## config.mk

```make
export PLATFORM = sky130hd
export DESIGN_NAME = pj_fetch_queue_flat
export DESIGN_NICKNAME = d
export VERILOG_FILES = /design/src/rtl/pj_fetch_queue_pkg.sv /design/src/rtl/pj_fetch_queue_if.sv /design/src/rtl/pj_fetch_queue_mem.sv /design/src/rtl/pj_fetch_queue.sv /design/src/flat_wrapper.sv
export SDC_FILE = /design/constraint.sdc
export NUM_CORES = 2
export LEC_CHECK = 0
export CAP_MARGIN = 20
export CORE_MARGIN = 2
export CORE_UTILIZATION = 30
export CTS_CLUSTER_SIZE = 16
export DETAILED_ROUTE_END_ITERATION = 12
export SYNTH_ARGS = -nofsm -noshare
export SYNTH_HDL_FRONTEND = slang
export SYNTH_SLANG_ARGS = --single-unit
```

## constraint.sdc

```tcl
create_clock -name clk_i -period 10.7 [get_ports clk_i]
set_clock_uncertainty 0.15 [all_clocks]
set_input_delay 1.605 -clock clk_i [delete_from_list [all_inputs] [get_ports clk_i]]
set_output_delay 1.605 -clock clk_i [all_outputs]
set_load 0.05 [all_outputs]
```

## src/rtl/pj_fetch_queue_pkg.sv

```systemverilog
// Shared constants and small lane helpers for the FE->BE multi-lane fetch queue.
// Lane helpers take a 4-bit mask because the queue supports at most four lanes.
package pj_fetch_queue_pkg;

  localparam int DECODED_INSTRUCTION_WIDTH = 32;
  localparam int FETCH_QUEUE_ELS           = 32;
  localparam int FETCH_QUEUE_LANES         = 2;

  function automatic logic [2:0] popcount4(input logic [3:0] v);
    logic [2:0] n;
    n = 3'd0;
    for (int i = 0; i < 4; i++) n = n + {2'b00, v[i]};
    return n;
  endfunction

  // True when the set bits form a run starting at lane 0 (including the empty mask).
  function automatic logic contiguous4(input logic [3:0] v);
    return (v & (v + 4'd1)) == 4'd0;
  endfunction

endpackage

```

## src/rtl/pj_fetch_queue_if.sv

```systemverilog
// Enqueue/dequeue bundle between fe_top (producer), be_top (consumer) and the fetch queue.
// master = fe/be side driving valids, data and yumi; slave = the queue itself.
interface pj_fetch_queue_if #(
  parameter int WIDTH_P = 32,
  parameter int LANES_P = 2,
  parameter int ELS_P   = 32
);
  localparam int YUMI_W = $clog2(LANES_P + 1);
  localparam int CNT_W  = $clog2(ELS_P + 1);

  logic [LANES_P-1:0]         enq_v_i;
  logic [LANES_P*WIDTH_P-1:0] enq_data_i;
  logic                       enq_ready_o;
  logic [LANES_P-1:0]         deq_v_o;
  logic [LANES_P*WIDTH_P-1:0] deq_data_o;
  logic [YUMI_W-1:0]          deq_yumi_cnt_i;
  logic [CNT_W-1:0]           count_o;

  modport master (
    output enq_v_i, enq_data_i, deq_yumi_cnt_i,
    input  enq_ready_o, deq_v_o, deq_data_o, count_o
  );

  modport slave (
    input  enq_v_i, enq_data_i, deq_yumi_cnt_i,
    output enq_ready_o, deq_v_o, deq_data_o, count_o
  );
endinterface

```

## src/rtl/pj_fetch_queue_mem.sv

```systemverilog
// ELS_P x WIDTH_P register file: LANES_P writes at wptr+k, LANES_P async reads at rptr+k.
// Latency: write visible after the edge, read combinational; no backpressure (caller gates we_i).
module pj_fetch_queue_mem #(
  parameter int WIDTH_P = 32,
  parameter int ELS_P   = 32,
  parameter int LANES_P = 2,
  localparam int PTR_W  = $clog2(ELS_P)
) (
  input  logic                       clk_i,
  input  logic [LANES_P-1:0]         we_i,
  input  logic [PTR_W-1:0]           wptr_i,
  input  logic [LANES_P*WIDTH_P-1:0] wdata_i,
  input  logic [PTR_W-1:0]           rptr_i,
  output logic [LANES_P*WIDTH_P-1:0] rdata_o
);

  logic [WIDTH_P-1:0] mem [ELS_P];

  // Pointer addition wraps naturally because ELS_P is a power of two.
  always_ff @(posedge clk_i) begin
    for (int k = 0; k < LANES_P; k++) begin
      if (we_i[k]) mem[wptr_i + PTR_W'(k)] <= wdata_i[k*WIDTH_P +: WIDTH_P];
    end
  end

  always_comb begin
    rdata_o = '0;
    for (int k = 0; k < LANES_P; k++) begin
      rdata_o[k*WIDTH_P +: WIDTH_P] = mem[rptr_i + PTR_W'(k)];
    end
  end

endmodule

```

## src/rtl/pj_fetch_queue.sv

```systemverilog
// Multi-lane FE->BE decoupling queue with mispredict flush; optional stats via PJ_FETCH_QUEUE_STATS_EN.
// Latency: 1 cycle enq->head, combinational head read; enq_ready drops unless LANES_P slots free.
module pj_fetch_queue
  import pj_fetch_queue_pkg::*;
#(
  parameter int WIDTH_P = DECODED_INSTRUCTION_WIDTH,
  parameter int ELS_P   = FETCH_QUEUE_ELS,
  parameter int LANES_P = FETCH_QUEUE_LANES
) (
  input  logic clk_i,
  input  logic reset_i,
  input  logic flush_i,
  pj_fetch_queue_if.slave q
`ifdef PJ_FETCH_QUEUE_STATS_EN
  ,
  output logic [31:0] stall_cycles_o,
  output logic [15:0] flush_cnt_o
`endif
);

  localparam int PTR_W  = $clog2(ELS_P);
  localparam int CNT_W  = $clog2(ELS_P + 1);
  localparam int YUMI_W = $clog2(LANES_P + 1);

  logic [PTR_W-1:0]   rptr, wptr;
  logic [CNT_W-1:0]   count;
  logic               enq_ready;
  logic [LANES_P-1:0] enq_fire;
  logic [YUMI_W-1:0]  n_enq, n_deq;

  // Ready looks only at the registered count, so a same-cycle dequeue never frees room.
  assign enq_ready = (count <= CNT_W'(ELS_P - LANES_P)) & ~reset_i;
  assign enq_fire  = q.enq_v_i & {LANES_P{enq_ready & ~flush_i}};
  assign n_enq     = YUMI_W'(popcount4(4'(enq_fire)));

  // An over-consume is clamped to what is actually held so count bottoms out at 0.
  always_comb begin
    n_deq = q.deq_yumi_cnt_i;
    if (CNT_W'(q.deq_yumi_cnt_i) > count) n_deq = YUMI_W'(count);
  end

  always_ff @(posedge clk_i) begin
    if (reset_i | flush_i) begin
      rptr  <= '0;
      wptr  <= '0;
      count <= '0;
    end else begin
      wptr  <= wptr + PTR_W'(n_enq);
      rptr  <= rptr + PTR_W'(n_deq);
      count <= count + CNT_W'(n_enq) - CNT_W'(n_deq);
    end
  end

  always_comb begin
    q.deq_v_o = '0;
    for (int k = 0; k < LANES_P; k++) begin
      q.deq_v_o[k] = (count > CNT_W'(k)) & ~reset_i;
    end
  end

  assign q.enq_ready_o = enq_ready;
  assign q.count_o     = count;

  pj_fetch_queue_mem #(
    .WIDTH_P(WIDTH_P),
    .ELS_P  (ELS_P),
    .LANES_P(LANES_P)
  ) u_mem (
    .clk_i  (clk_i),
    .we_i   (enq_fire),
    .wptr_i (wptr),
    .wdata_i(q.enq_data_i),
    .rptr_i (rptr),
    .rdata_o(q.deq_data_o)
  );

`ifdef PJ_FETCH_QUEUE_STATS_EN
  // Flush deliberately leaves these alone; only reset clears them.
  always_ff @(posedge clk_i) begin
    if (reset_i) begin
      stall_cycles_o <= '0;
      flush_cnt_o    <= '0;
    end else begin
      if ((|q.enq_v_i) && !enq_ready && (stall_cycles_o != '1))
        stall_cycles_o <= stall_cycles_o + 32'd1;
      if (flush_i && (flush_cnt_o != '1))
        flush_cnt_o <= flush_cnt_o + 16'd1;
    end
  end
`endif

`ifndef SYNTHESIS
  always @(posedge clk_i) begin
    if (!reset_i) begin
      assert (contiguous4(4'(q.enq_v_i)))
        else $error("pj_fetch_queue: non-contiguous enq_v_i %b", q.enq_v_i);
      assert (3'(q.deq_yumi_cnt_i) <= popcount4(4'(q.deq_v_o)))
        else $error("pj_fetch_queue: yumi %0d exceeds valid heads", q.deq_yumi_cnt_i);
      assert (count <= CNT_W'(ELS_P))
        else $error("pj_fetch_queue: count %0d above capacity", count);
    end
  end
`endif

endmodule

```

## src/flat_wrapper.sv

```systemverilog
// flat-port wrapper written by rule: the top's interface ports become plain ports
module pj_fetch_queue_flat import pj_fetch_queue_pkg::*;
#(
  parameter int WIDTH_P = DECODED_INSTRUCTION_WIDTH,
  parameter int ELS_P   = FETCH_QUEUE_ELS,
  parameter int LANES_P = FETCH_QUEUE_LANES
)
  (clk_i, reset_i, flush_i, q_enq_v_i, q_enq_data_i, q_deq_yumi_cnt_i, q_enq_ready_o, q_deq_v_o, q_deq_data_o, q_count_o);
  pj_fetch_queue_if #(.WIDTH_P(WIDTH_P), .LANES_P(LANES_P), .ELS_P(ELS_P)) q_i ();
  input  logic clk_i;
  input  logic reset_i;
  input  logic flush_i;
  input wire logic [$bits(q_i.enq_v_i)-1:0] q_enq_v_i;
  input wire logic [$bits(q_i.enq_data_i)-1:0] q_enq_data_i;
  input wire logic [$bits(q_i.deq_yumi_cnt_i)-1:0] q_deq_yumi_cnt_i;
  output wire logic [$bits(q_i.enq_ready_o)-1:0] q_enq_ready_o;
  output wire logic [$bits(q_i.deq_v_o)-1:0] q_deq_v_o;
  output wire logic [$bits(q_i.deq_data_o)-1:0] q_deq_data_o;
  output wire logic [$bits(q_i.count_o)-1:0] q_count_o;
  assign q_i.enq_v_i = q_enq_v_i;
  assign q_i.enq_data_i = q_enq_data_i;
  assign q_i.deq_yumi_cnt_i = q_deq_yumi_cnt_i;
  assign q_enq_ready_o = q_i.enq_ready_o;
  assign q_deq_v_o = q_i.deq_v_o;
  assign q_deq_data_o = q_i.deq_data_o;
  assign q_count_o = q_i.count_o;
  pj_fetch_queue #(.WIDTH_P(WIDTH_P), .ELS_P(ELS_P), .LANES_P(LANES_P)) u_core (.clk_i(clk_i), .reset_i(reset_i), .flush_i(flush_i), .q(q_i));
endmodule
```

Word-level counts from Yosys, hierarchy flattened:

Memory sizes are Yosys's and may differ from the RTL's. A register that Yosys moved wholly into a read port is not among the register bits.
Cells that the tools add are included.

* register bits: 16
* memory bits (writable): 1024
* input port bits: 71
* output and inout port bits: 73
* logic and storage cells: 29
* memories: 1

Memory list
* u_core.u_mem.mem: words 32, bits a word 32, rd ports 2, clocked after Yosys merged registers in 1, write ports 2, line pj_fetch_queue_mem.sv:17 `logic [WIDTH_P-1:0] mem [ELS_P];`

* add/subtract/negate cells: 7
* $lt $le $gt $ge: 4
* mux-type cells: 6
* bitwise gates (word level): 8

Operators by type and width (count)
* > comparator 6 x 1 -> 1 bit, second input constant: 2
* adder 5 x 1 -> 5 bit, second input constant: 2
* adder 5 x 2 -> 5 bit: 2
* adder 6 x 2 -> 6 bit: 1
* > comparator 2 x 6 -> 1 bit: 1
* <= comparator 6 x 5 -> 1 bit, second input constant: 1
* subtractor 6 x 2 -> 6 bit: 1
* two-way mux 5 bit: 1
* AND 1 bit: 4
* two-way mux 1 bit: 4
* adder 1 x 1 -> 2 bit: 1
* AND 2 bit: 1
* two-way mux 2 bit: 1
* NOT 1 bit: 2
* bitwise OR 1 bit: 1

Logic depth before layout (Yosys ltp):

* depth after elaboration: 7
* mapped depth: 16
* gate-level depth less buffers: 15

Modules after synthesis:

A second synthesis with hierarchy kept.

* cells, all modules: 3746
* area total of the unflattened synthesis: 62422.4 um^2

Modules (own cells, without submodules)
* pj_fetch_queue_mem: times used 1, cells each 3632, area each 61376.4 um^2, sequential area each 30749.5 um^2
* pj_fetch_queue: times used 1, cells each 114, area each 1046.0 um^2, sequential area each 320.3 um^2

Worst setup path after synthesis:

OpenSTA, ideal clock, no wires.

* kind: in2reg
* from: input port reset_i
* to: memory u_core.u_mem.mem[3][0], enable pin
* setup time: 0.511 ns
* data arrival time: 6.257 ns
* data required time: 10.039 ns
* setup slack: 3.783 ns
* cell stages on the path: 5
* buffers on the path: 1
* path through: a211oi_4 and3b_1 clkbuf_1 nand3_1 o41ai_1

RTL lines
* from (decl): line flat_wrapper.sv:11 `input logic reset_i;`
* to (decl): line pj_fetch_queue_mem.sv:17

Worst setup path in the final report:

* from: register u_core.rptr[2]
* to: output port q_deq_data_o[32]

* longest elaborated chain between the ends: 2

RTL lines
* from (decl): line pj_fetch_queue.sv:25 `logic [PTR_W-1:0] rptr, wptr;`
* from (signal assigned): line pj_fetch_queue.sv:49 `rptr <= rptr + PTR_W'(n_deq);`
* adder 5 x 1 -> 5 bit: line pj_fetch_queue_mem.sv:29 `rdata_o[k*WIDTH_P +: WIDTH_P] = mem[rptr_i + PTR_W'(k)];`
* memory (32 x 32 bit)
* to (decl): line flat_wrapper.sv:18 `output wire logic [$bits(q_i.deq_data_o)-1:0] q_deq_data_o;`

Every way passes these cells.

==> metrics.csv <==
stage,metric,value,unit
setup_path,worstSetupPathType,register to primary output,
synth,synth_cell_types,57,
clock_network,htreeDepth,3,
synth,ys_seq_elements,1040,
route,drcViolationCount,0,
power_and_ir_drop,ir_worst_vdd,0.200,mV
timing,whs,0.619,ns
setup_path,end_kind,primary output,
clock_network,cts_tree,yes,
global_routing,antenna_found_initial,12,
global_routing,grt_usage,0.208,
clock_network,post_cts_buffers,0,
synth,yosysWarningCount,0,
setup_path,arrival,5.81,ns
global_routing,grt_pass1_wl,305000,um
route,vias_per_cell,5.97,
die,fp.dieH,455,um
finish,final_cell_area,69900,um2
route,via_count,38423,
route,ant_nets,0,
placement,placed_cell_area,65300,um2
setup_path,rr_startpoint,u_core.q.count_o[5]$_SDFF_PP0_,
clock_network,ctsResizeCount,0,
clock_network,numCtsBuffers,118,
global_routing,grt_pass1_vias,38257,
synth,synth_top_area_cell,edfxtp_1,
timing,min_period_over_period,0.707,
synth,synth.area.top_cells,"edfxtp_1 50%, mux4_2 20%, mux2_2 19%, clkbuf_1 1.8%, buf_2 0.99%",
worst_hold_path,hp-start,u_core.q.count_o[4]$_SDFF_PP0_,
setup_path,critPathMaxFanout,29,
die,start_util,0.302,
synth,ys_top_cells_by_count,"1024 x edfxtp_1, 1014 x mux2_2, 544 x mux4_2",
finish,num-fill-cells,19140,
synth,syn_area,61000,um2
power_and_ir_drop,power,11.7,mW
clock_network,cts.sinks,1040,
die,num_rows,165,
timing,fin_setup_tns,0,ns
timing,worst_pin_slew,1.16,ns
route,drtIter0Drc,5168,
setup_path,required,8.95,ns
placement,place.detailed.hpwl,120000,um
clock_network,postCtsHoldBufs,0,
timing,fmax,132,MHz
status,status,"complete, no violations",
die,ios,144,
power_and_ir_drop,powerDensity,168,nW/um2
flow_run,maxCapViolations,0,
finish,fin_nets,3752,
route,routedWlPerCell,34.2,um
clock_network,root_buffer,clkbuf_16,
route,drtPass1Iterations,6,
finish,drive_above_1_share,0.519,
timing,period_minus_slack,7.57,ns
placement,io_buffers,143,
synth,async_flop_share,0,
die,dieArea,207000,um2
timing,hold_viol,0,
timing,rsz0062_at_grt,no,
route,wl,220000,um
worst_hold_path,hold_path.class,register to register,
synth,synthCells,3734,
synth,syn-num-nets,3828,
global_routing,grt_max_degree,135,
synth,synth_top_area_frac,0.504,
clock_network,clkTransAtPathRegs,0.06,ns
synth,synthFlopType,edfxtp_1,
setup_path,crit_start,u_core.rptr[2]$_SDFF_PP0_,
clock_network,clk_latency,0.77,ns
power_and_ir_drop,power_leakage,20.8,nW
die,design.core.area,202000,um2
global_routing,grt_overflow,0,
synth,synth-edff-count,1024,
finish,syn2layout_area_growth,14.6,%
timing,relSlewSlack,0.221,
clock_network,clockBufferDepth,3,
synth,ys_seq_area_frac,0.509,
synth,synth_area_per_cell,16.3,um2
synth,yosysMostFrequentCell,edfxtp_1,
placement,gp_congestion,0.815,
timing,final-setup-viol-count,0,
timing,slew_violations,0,
setup_path,crit_path_start_kind,register,
die,die-width,455,um
-- worst paths after layout --
| kind | to | slack (ns) | depth (start not counted) |
|---|---|---|---|
| setup / recovery | q_deq_data_o[32] | 3.13 | 7 |
| hold / removal | u_core.q.count_o[4]$_SDFF_PP0_ | 0.62 | 4 |
| setup reg to reg | u_core.u_mem.mem[4][4]$_DFFE_PP_ | 5.45 | 9 |
| hold reg to reg | u_core.q.count_o[4]$_SDFF_PP0_ | 0.62 | 4 |
-- final cells by class --
type,instances,area (um2),area share
sequential,1040,31100,0.445
clock buffer,151,3100,0.0443
clock inverter,67,584,0.00836
inverter,12,45.0,0.000644
tap,2672,3340,0.0478
timing repair buffer,286,3290,0.0470
multi-input combinational,2200,28500,0.407
antenna,8,20.0,0.000286
-- worst max-delay path, stage by stage, from the launching register on --
cell and delay, ns:
dfxtp_4 0.64, buf_4 0.85, nand3_1 0.36, a22o_2 0.57, buf_4 0.42, a32o_1 0.34
a311oi_1 0.78, clkdlybuf4s50_1 0.96
-- registers in the layout, indices dropped and copies added, names as in the netlist --
| signal | count |
|---|---|
| u_core.u_mem.mem | 1024 |
| u_core.wptr | 5 |
| u_core.q.count_o | 6 |
| u_core.rptr | 5 |
-- stage by stage --
stage	worst slack, ns	util	std cells
final	3.13	0.346	6436
after global routing	2.75	0.346	6434
after CTS	2.87	0.341	6391
after detailed placement	3.74	0.323	6173
after global placement	3.72	0.323	6167
after floorplan	3.78	-	3734
-- cells by family after synthesis --
family | after synthesis | share of synthesized area
AOI/OAI and AO/OA | 225 | 0.0269
and+or+nand+nor | 338 | 0.0273
muxes | 1602 | 0.395
adders and majority gates | 23 | 0.00496
DFF | 1040 | 0.509
buffers and inverters | 494 | 0.0346
xor gates and xnor gates | 12 | 0.00172
-- metal layers --
layer  vias to the layer above  track usage  share of wire
li1                      15128            -              -
met1                     20763        0.270           0.39
met2                      2095        0.346           0.49
met3                       437       0.0387          0.084
met4                         0       0.0806          0.042
met5                         -            0              0
-- placed cells by master, fill, tap and decap left out, types with 14 or more instances in the layout --
cell / instances
a211oi_1: 32
a21oi_4: 14
a311oi_1: 32
a32o_1: 32
and2_1: 38
buf_16: 22
buf_4: 95
clkbuf_1: 32
clkbuf_16: 131
clkdlybuf4s50_1: 143
clkinv_1: 26
clkinv_2: 20
edfxtp_1: 1024
ha_1: 20
mux2_2: 1014
mux2i_1: 33
mux4_2: 544
nand2_1: 144
nor2_1: 18
nor2_4: 21
nor2b_1: 40
nor3_1: 32
o22ai_1: 64
-- report_power, final --
| group | internal (mW) | switching, mW | leakage, nW |
|---|---|---|---|
| Sequential | 4.50 | 0.0491 | 9.34 |
| Combinational | 1.47 | 1.73 | 9.68 |
| Clock | 2.23 | 1.77 | 1.78 |
No activity file was read; power rests on OpenSTA's default activity.
